**src/rtl/fp_mul_pipe.sv**
```systemverilog
// Three-stage pipelined IEEE-754-style multiplier (EXP_W/MAN_W generic) with
// five rounding modes, DAZ/FTZ handling and per-result exception flags.
module fp_mul_pipe #(
    parameter int EXP_W = 8,
    parameter int MAN_W = 23,
    localparam int W = 1 + EXP_W + MAN_W
) (
    input  logic         clk,
    input  logic         rst,
    input  logic         in_valid,
    output logic         in_ready,
    input  logic [W-1:0] fp_X,
    input  logic [W-1:0] fp_Y,
    input  logic [2:0]   r_mode,
    output logic         out_valid,
    input  logic         out_ready,
    output logic [W-1:0] fp_Z,
    output logic         ovrf,
    output logic         undrf,
    output logic         invld,
    output logic         inxct
);

    localparam int PW = 2 * MAN_W + 2;
    localparam int XW = EXP_W + 2;
    localparam logic [XW-1:0] BIAS    = XW'(2 ** (EXP_W - 1) - 1);
    localparam logic [XW-1:0] EXP_MAX = XW'(2 ** EXP_W - 1);
    localparam logic [2:0] RM_RTZ = 3'b001;
    localparam logic [2:0] RM_RDN = 3'b010;
    localparam logic [2:0] RM_RUP = 3'b011;
    localparam logic [2:0] RM_RMM = 3'b100;

    // Valid/ready: a word moves on valid&ready at the rising edge; a stage loads
    // when it is empty or its successor loads, so in_ready never sees in_valid.
    logic s1_valid, s2_valid, s3_valid;
    logic s1_en, s2_en, s3_en;

    assign s3_en     = !s3_valid || out_ready;
    assign s2_en     = !s2_valid || s3_en;
    assign s1_en     = !s1_valid || s2_en;
    assign in_ready  = s1_en;
    assign out_valid = s3_valid;

    // ---------------- S1: unpack, classify, exponent sum, significand product
    logic [EXP_W-1:0] x_exp, y_exp;
    logic [MAN_W-1:0] x_frac, y_frac;
    logic             x_zero, y_zero, x_inf, y_inf, x_nan, y_nan, x_snan, y_snan;
    logic [PW-1:0]    x_sig, y_sig;

    always_comb begin
        x_exp  = fp_X[W-2:MAN_W];
        y_exp  = fp_Y[W-2:MAN_W];
        x_frac = fp_X[MAN_W-1:0];
        y_frac = fp_Y[MAN_W-1:0];
        // Subnormals fall into the zero class (DAZ).
        x_zero = (x_exp == '0);
        y_zero = (y_exp == '0);
        x_inf  = (x_exp == '1) && (x_frac == '0);
        y_inf  = (y_exp == '1) && (y_frac == '0);
        x_nan  = (x_exp == '1) && (x_frac != '0);
        y_nan  = (y_exp == '1) && (y_frac != '0);
        x_snan = x_nan && !x_frac[MAN_W-1];
        y_snan = y_nan && !y_frac[MAN_W-1];
        x_sig  = PW'({1'b1, x_frac});
        y_sig  = PW'({1'b1, y_frac});
    end

    logic            s1_sign, s1_zero, s1_inf, s1_nan, s1_snan, s1_infzero;
    logic [XW-1:0]   s1_exp;
    logic [PW-1:0]   s1_prod;
    logic [2:0]      s1_mode;

    always_ff @(posedge clk) begin
        if (rst) begin
            s1_valid <= 1'b0;
        end else if (s1_en) begin
            s1_valid   <= in_valid;
            s1_sign    <= fp_X[W-1] ^ fp_Y[W-1];
            s1_exp     <= XW'(x_exp) + XW'(y_exp) - BIAS;
            s1_prod    <= x_sig * y_sig;
            s1_zero    <= x_zero || y_zero;
            s1_inf     <= x_inf || y_inf;
            s1_nan     <= x_nan || y_nan;
            s1_snan    <= x_snan || y_snan;
            s1_infzero <= (x_inf && y_zero) || (y_inf && x_zero);
            s1_mode    <= r_mode;
        end
    end

    // ---------------- S2: normalise, round, renormalise
    logic             hi, g, r, s, inc, carry;
    logic [PW-1:0]    norm;
    logic [MAN_W:0]   mant;
    logic [MAN_W+1:0] mant_inc;
    logic [MAN_W-1:0] frac_r;
    logic [XW-1:0]    exp_r;

    always_comb begin
        hi   = s1_prod[PW-1];
        norm = hi ? s1_prod : {s1_prod[PW-2:0], 1'b0};
        mant = norm[PW-1:MAN_W+1];
        g    = norm[MAN_W];
        r    = norm[MAN_W-1];
        s    = |norm[MAN_W-2:0];
        inc  = g && (r || s || mant[0]);
        case (s1_mode)
            RM_RTZ:  inc = 1'b0;
            RM_RDN:  inc = s1_sign && (g || r || s);
            RM_RUP:  inc = !s1_sign && (g || r || s);
            RM_RMM:  inc = g;
            default: inc = g && (r || s || mant[0]);
        endcase
        mant_inc = {1'b0, mant} + (MAN_W + 2)'(inc);
        carry    = mant_inc[MAN_W+1];
        frac_r   = carry ? mant_inc[MAN_W:1] : mant_inc[MAN_W-1:0];
        exp_r    = s1_exp + XW'(hi) + XW'(carry);
    end

    logic             s2_sign, s2_inexact, s2_zero, s2_inf, s2_nan, s2_snan, s2_infzero;
    logic [XW-1:0]    s2_exp;
    logic [MAN_W-1:0] s2_frac;
    logic [2:0]       s2_mode;

    always_ff @(posedge clk) begin
        if (rst) begin
            s2_valid <= 1'b0;
        end else if (s2_en) begin
            s2_valid   <= s1_valid;
            s2_sign    <= s1_sign;
            s2_exp     <= exp_r;
            s2_frac    <= frac_r;
            s2_inexact <= g || r || s;
            s2_zero    <= s1_zero;
            s2_inf     <= s1_inf;
            s2_nan     <= s1_nan;
            s2_snan    <= s1_snan;
            s2_infzero <= s1_infzero;
            s2_mode    <= s1_mode;
        end
    end

    // ---------------- S3: special cases, overflow/underflow substitution, flags
    logic [W-1:0] z_d;
    logic         ovrf_d, undrf_d, invld_d, inxct_d, ovf, unf, to_inf;

    always_comb begin
        ovf     = !s2_exp[XW-1] && (s2_exp >= EXP_MAX);
        unf     = s2_exp[XW-1] || (s2_exp == '0);
        to_inf  = !((s2_mode == RM_RTZ) || (s2_mode == RM_RDN && !s2_sign) ||
                    (s2_mode == RM_RUP && s2_sign));
        z_d     = {s2_sign, s2_exp[EXP_W-1:0], s2_frac};
        ovrf_d  = 1'b0;
        undrf_d = 1'b0;
        invld_d = 1'b0;
        inxct_d = 1'b0;
        if (s2_nan || s2_infzero) begin
            z_d     = {1'b0, {EXP_W{1'b1}}, 1'b1, {(MAN_W - 1){1'b0}}};
            invld_d = s2_snan || s2_infzero;
        end else if (s2_inf) begin
            z_d = {s2_sign, {EXP_W{1'b1}}, {MAN_W{1'b0}}};
        end else if (s2_zero) begin
            z_d = {s2_sign, {(W - 1){1'b0}}};
        end else if (ovf) begin
            z_d     = to_inf ? {s2_sign, {EXP_W{1'b1}}, {MAN_W{1'b0}}}
                             : {s2_sign, {(EXP_W - 1){1'b1}}, 1'b0, {MAN_W{1'b1}}};
            ovrf_d  = 1'b1;
            inxct_d = 1'b1;
        end else if (unf) begin
            z_d     = {s2_sign, {(W - 1){1'b0}}};
            undrf_d = 1'b1;
            inxct_d = 1'b1;
        end else begin
            inxct_d = s2_inexact;
        end
    end

    always_ff @(posedge clk) begin
        if (rst) begin
            s3_valid <= 1'b0;
            fp_Z     <= '0;
            ovrf     <= 1'b0;
            undrf    <= 1'b0;
            invld    <= 1'b0;
            inxct    <= 1'b0;
        end else if (s3_en) begin
            s3_valid <= s2_valid;
            fp_Z     <= z_d;
            ovrf     <= ovrf_d;
            undrf    <= undrf_d;
            invld    <= invld_d;
            inxct    <= inxct_d;
        end
    end

endmodule

```
**config.mk**
```make
export PLATFORM = sky130hd
export DESIGN_NAME = fp_mul_pipe
export DESIGN_NICKNAME = d
export VERILOG_FILES = /design/src/rtl/fp_mul_pipe.sv
export SDC_FILE = /design/constraint.sdc
export NUM_CORES = 2
export LEC_CHECK = 0
export BUFFER_PORTS_ARGS = -buffer_cell sky130_fd_sc_hd__buf_2
export CAP_MARGIN = 40
export CORE_MARGIN = 2
export CORE_UTILIZATION = 50
export DETAILED_ROUTE_END_ITERATION = 6
export GPL_TIMING_DRIVEN = 0
export MAX_ROUTING_LAYER = met4
export PLACE_DENSITY = 0.67
export SKIP_CTS_REPAIR_TIMING = 1
export SLEW_MARGIN = 20
export SYNTH_ARGS = -nofsm -noshare
export SYNTH_HDL_FRONTEND = slang
export SYNTH_SLANG_ARGS = --single-unit
```
**constraint.sdc**
```tcl
create_clock -name clk -period 8.9 [get_ports clk]
set_input_delay 0 -clock clk [delete_from_list [all_inputs] [get_ports clk]]
set_output_delay 0 -clock clk [all_outputs]
set_load 0.01 [all_outputs]
```
==> impl_metrics.toml <==
[synthesis]
synth_ff_type = "edfxtp_1"
synth_nets = 3548
yosysWarnings = 0
synthTopCellsByArea = "fa_1, edfxtp_1, ha_1, inv_1, and2_1"
synth_most_common_cell = "inv_1"
syn_area_um2 = 25800
ys_top_cells_by_count = "inv_1, fa_1, nand2_1"
synth_cells = 2802
synthArstFlopShare_pct = 0
synth_seq_cells = 149
yosysSeqAreaShare_pct = 15.8
yosysTopAreaCell = "fa_1"
synth_top_area_share_pct = 37.5
synth.distinct_cells = 67
syn_area_per_cell_um2 = 9.22
synth_edf_count = 110

[cts]
clk_pin_slew_ns = 0.06
clock_latency_ns = 0.42
cts_tree = "done"
numClockSinks = 149
numCtsBuffers = 17
root_buffer = "clkbuf_16"
clockBufferDepth = 2
htree_levels = 4

[routing]
drt_pass1_iterations = 5
avgViaCountPerCell = 5.42
met3_length_um = 6080
wl_met1_um = 32000
detail_route.wl_per_cell_um = 21.4
drc = 0
wl_um = 77800
ant_nets = 0
drt_iter0_drc = 1454
top_layer = "met4"
dr_wl_met2_um = 36400
dr_total_vias = 19700

[sta]
finalCritPeriodShare_pct = 86.1
fin_crit_ns = 7.66
hold_violations = 0
fin_skew_ns = 0.00873
final_max_slew_viol_count = 0
setup_viol_count_final = 0
slew-limit-headroom_pct = 35.1
max_freq_ghz = 0.131
worstMarginPinSlew_ns = 0.974
rsz0062_at_grt = "no"
setup_tns_ns = 0

[worst_setup_path]
ff2ff_path_depth = 19
max_stage_delay_ns = 0.72
ff2ff_setup_slack_ns = 3.52
cp.required_ns = 9.06
crit_arrival_ns = 7.82
crit_fanout = 10
worstSetupEndpointType = "flop"
r2r_start = "s1_prod[47]$_DFFE_PP_"
startpoint_type = "primary input"
cpMaxStageDelayCell = "a211oi_1"
r2r_end = "s2_exp[9]$_DFFE_PP_"
path_class = "primary input to flop"

[global_routing]
grt_max_degree = 28
antenna_found_initial = 0
track_usage_pct = 31.0
overflow = 0
grt_pass1_wl_um = 120000
grt_pass1_vias = 20800

[final_layout]
drive_gt1_share_pct = 6.39
synthToLayoutAreaGrowth_pct = 8.80
antenna_cells = 0
final_nets = 3692

[min_path]
hold_end = "s1_zero$_DFFE_PP_"
hold_depth = 4
min_path_type = "primary input to flop"
hp-start = "fp_Y[24]"

[die]
fp-row-count = 83
core_area_um2 = 51200
die_area_um2 = 53500
pin_count = 109
die_h_um = 231
die-width_um = 231
floorplan.initialDensity_pct = 50.5

[placed_design]
routabilityCongestion = 1.01
io_buffers = 108
dp_hpwl_um = 65500

[run_status]
status = "completed"

[job]
maxCapViolCount = 0
[placed cells by master (no fill, tap or decap), drive strengths merged, types with 10 or more instances in the layout]
cell    count
clkbuf    149
nand3      37
a211oi     17
a21oi     104
ha        191
xnor2      51
nor3       19
and3       11
nor4       26
inv       591
nand2     335
fa        484
xor2       41
buf       132
and2      251
nand4      27
o21ai      40
edfxtp    110
mux2i      13
nor2b      10
a21o       32
nor2      144
dfxtp      39
[worst max path at each step]
stage	slack [ns]	endpoint	start
after global placement	1.10	s1_prod[44]$_DFFE_PP_	fp_X[8]
final	1.24	s1_prod[44]$_DFFE_PP_	fp_X[8]
after detailed placement	1.02	s1_prod[44]$_DFFE_PP_	fp_X[8]
after CTS	1.47	s1_prod[47]$_DFFE_PP_	fp_X[8]
after floorplan	2.63	s1_prod[47]$_DFFE_PP_	fp_Y[12]
after global routing	1.07	s1_prod[47]$_DFFE_PP_	fp_X[8]
[routing by layer]
layer / GRT usage, % / vias up
met5: - / -
met4: 12.9 / 0
met3: 4.75 / 167
met2: 50.1 / 820
met1: 39.2 / 9882
li1: - / 8860
[critical path: cells and delay by family]
kind	cells	cell delay, ns
compound gates	6	1.91
simple gates	2	0.38
fa+ha+maj	8	3.69
xor+xnor	1	0.14
buf+inv	9	1.67
[layout make-up]
type | count | area [um^2]
Tap cell | 680 | 851
Inverter | 592 | 2220
Buffer | 138 | 539
Fill cell | 4705 | 23100
Multi-Input combinational cell | 1923 | 19000
Sequential cell | 149 | 4080
Clock buffer | 25 | 542
Clock inverter | 7 | 80.1
Timing Repair Buffer | 125 | 776
[stage by stage]
step,instance area [um^2],util [%],cells,setup slack (ns),hold slack [ns]
floorplan,25800,-,2802,2.63,0.0716
global placement,27200,53.2,3590,1.10,0.179
detailed placement,27400,53.5,3598,1.02,0.180
CTS,28000,54.7,3630,1.47,-0.257
global route,28100,54.9,3639,1.07,0.0296
finish,28100,54.9,3639,1.24,0.0275
[sequential cells by signal, summed over array words and instances (netlist names), 3 cells and up]
signal and flops:
s1_mode 3, s2_mode 3, fp_Z 32, s1_prod 48
s2_exp 10, s2_frac 23, s1_exp 10
[cells by family after synthesis]
logic type | share of synthesized area [%]
XOR/XNOR | 3.12
AND/OR/NAND/NOR | 16.7
buffers and inverters | 10.7
multiplexers | 0.896
flip-flops | 15.8
AO/OA/AOI/OAI | 6.10
adder cells (fa/ha/maj) | 46.7
Power is not shown: default switching activity piles up to over one toggle a cycle in this logic, so the estimate is an artifact.
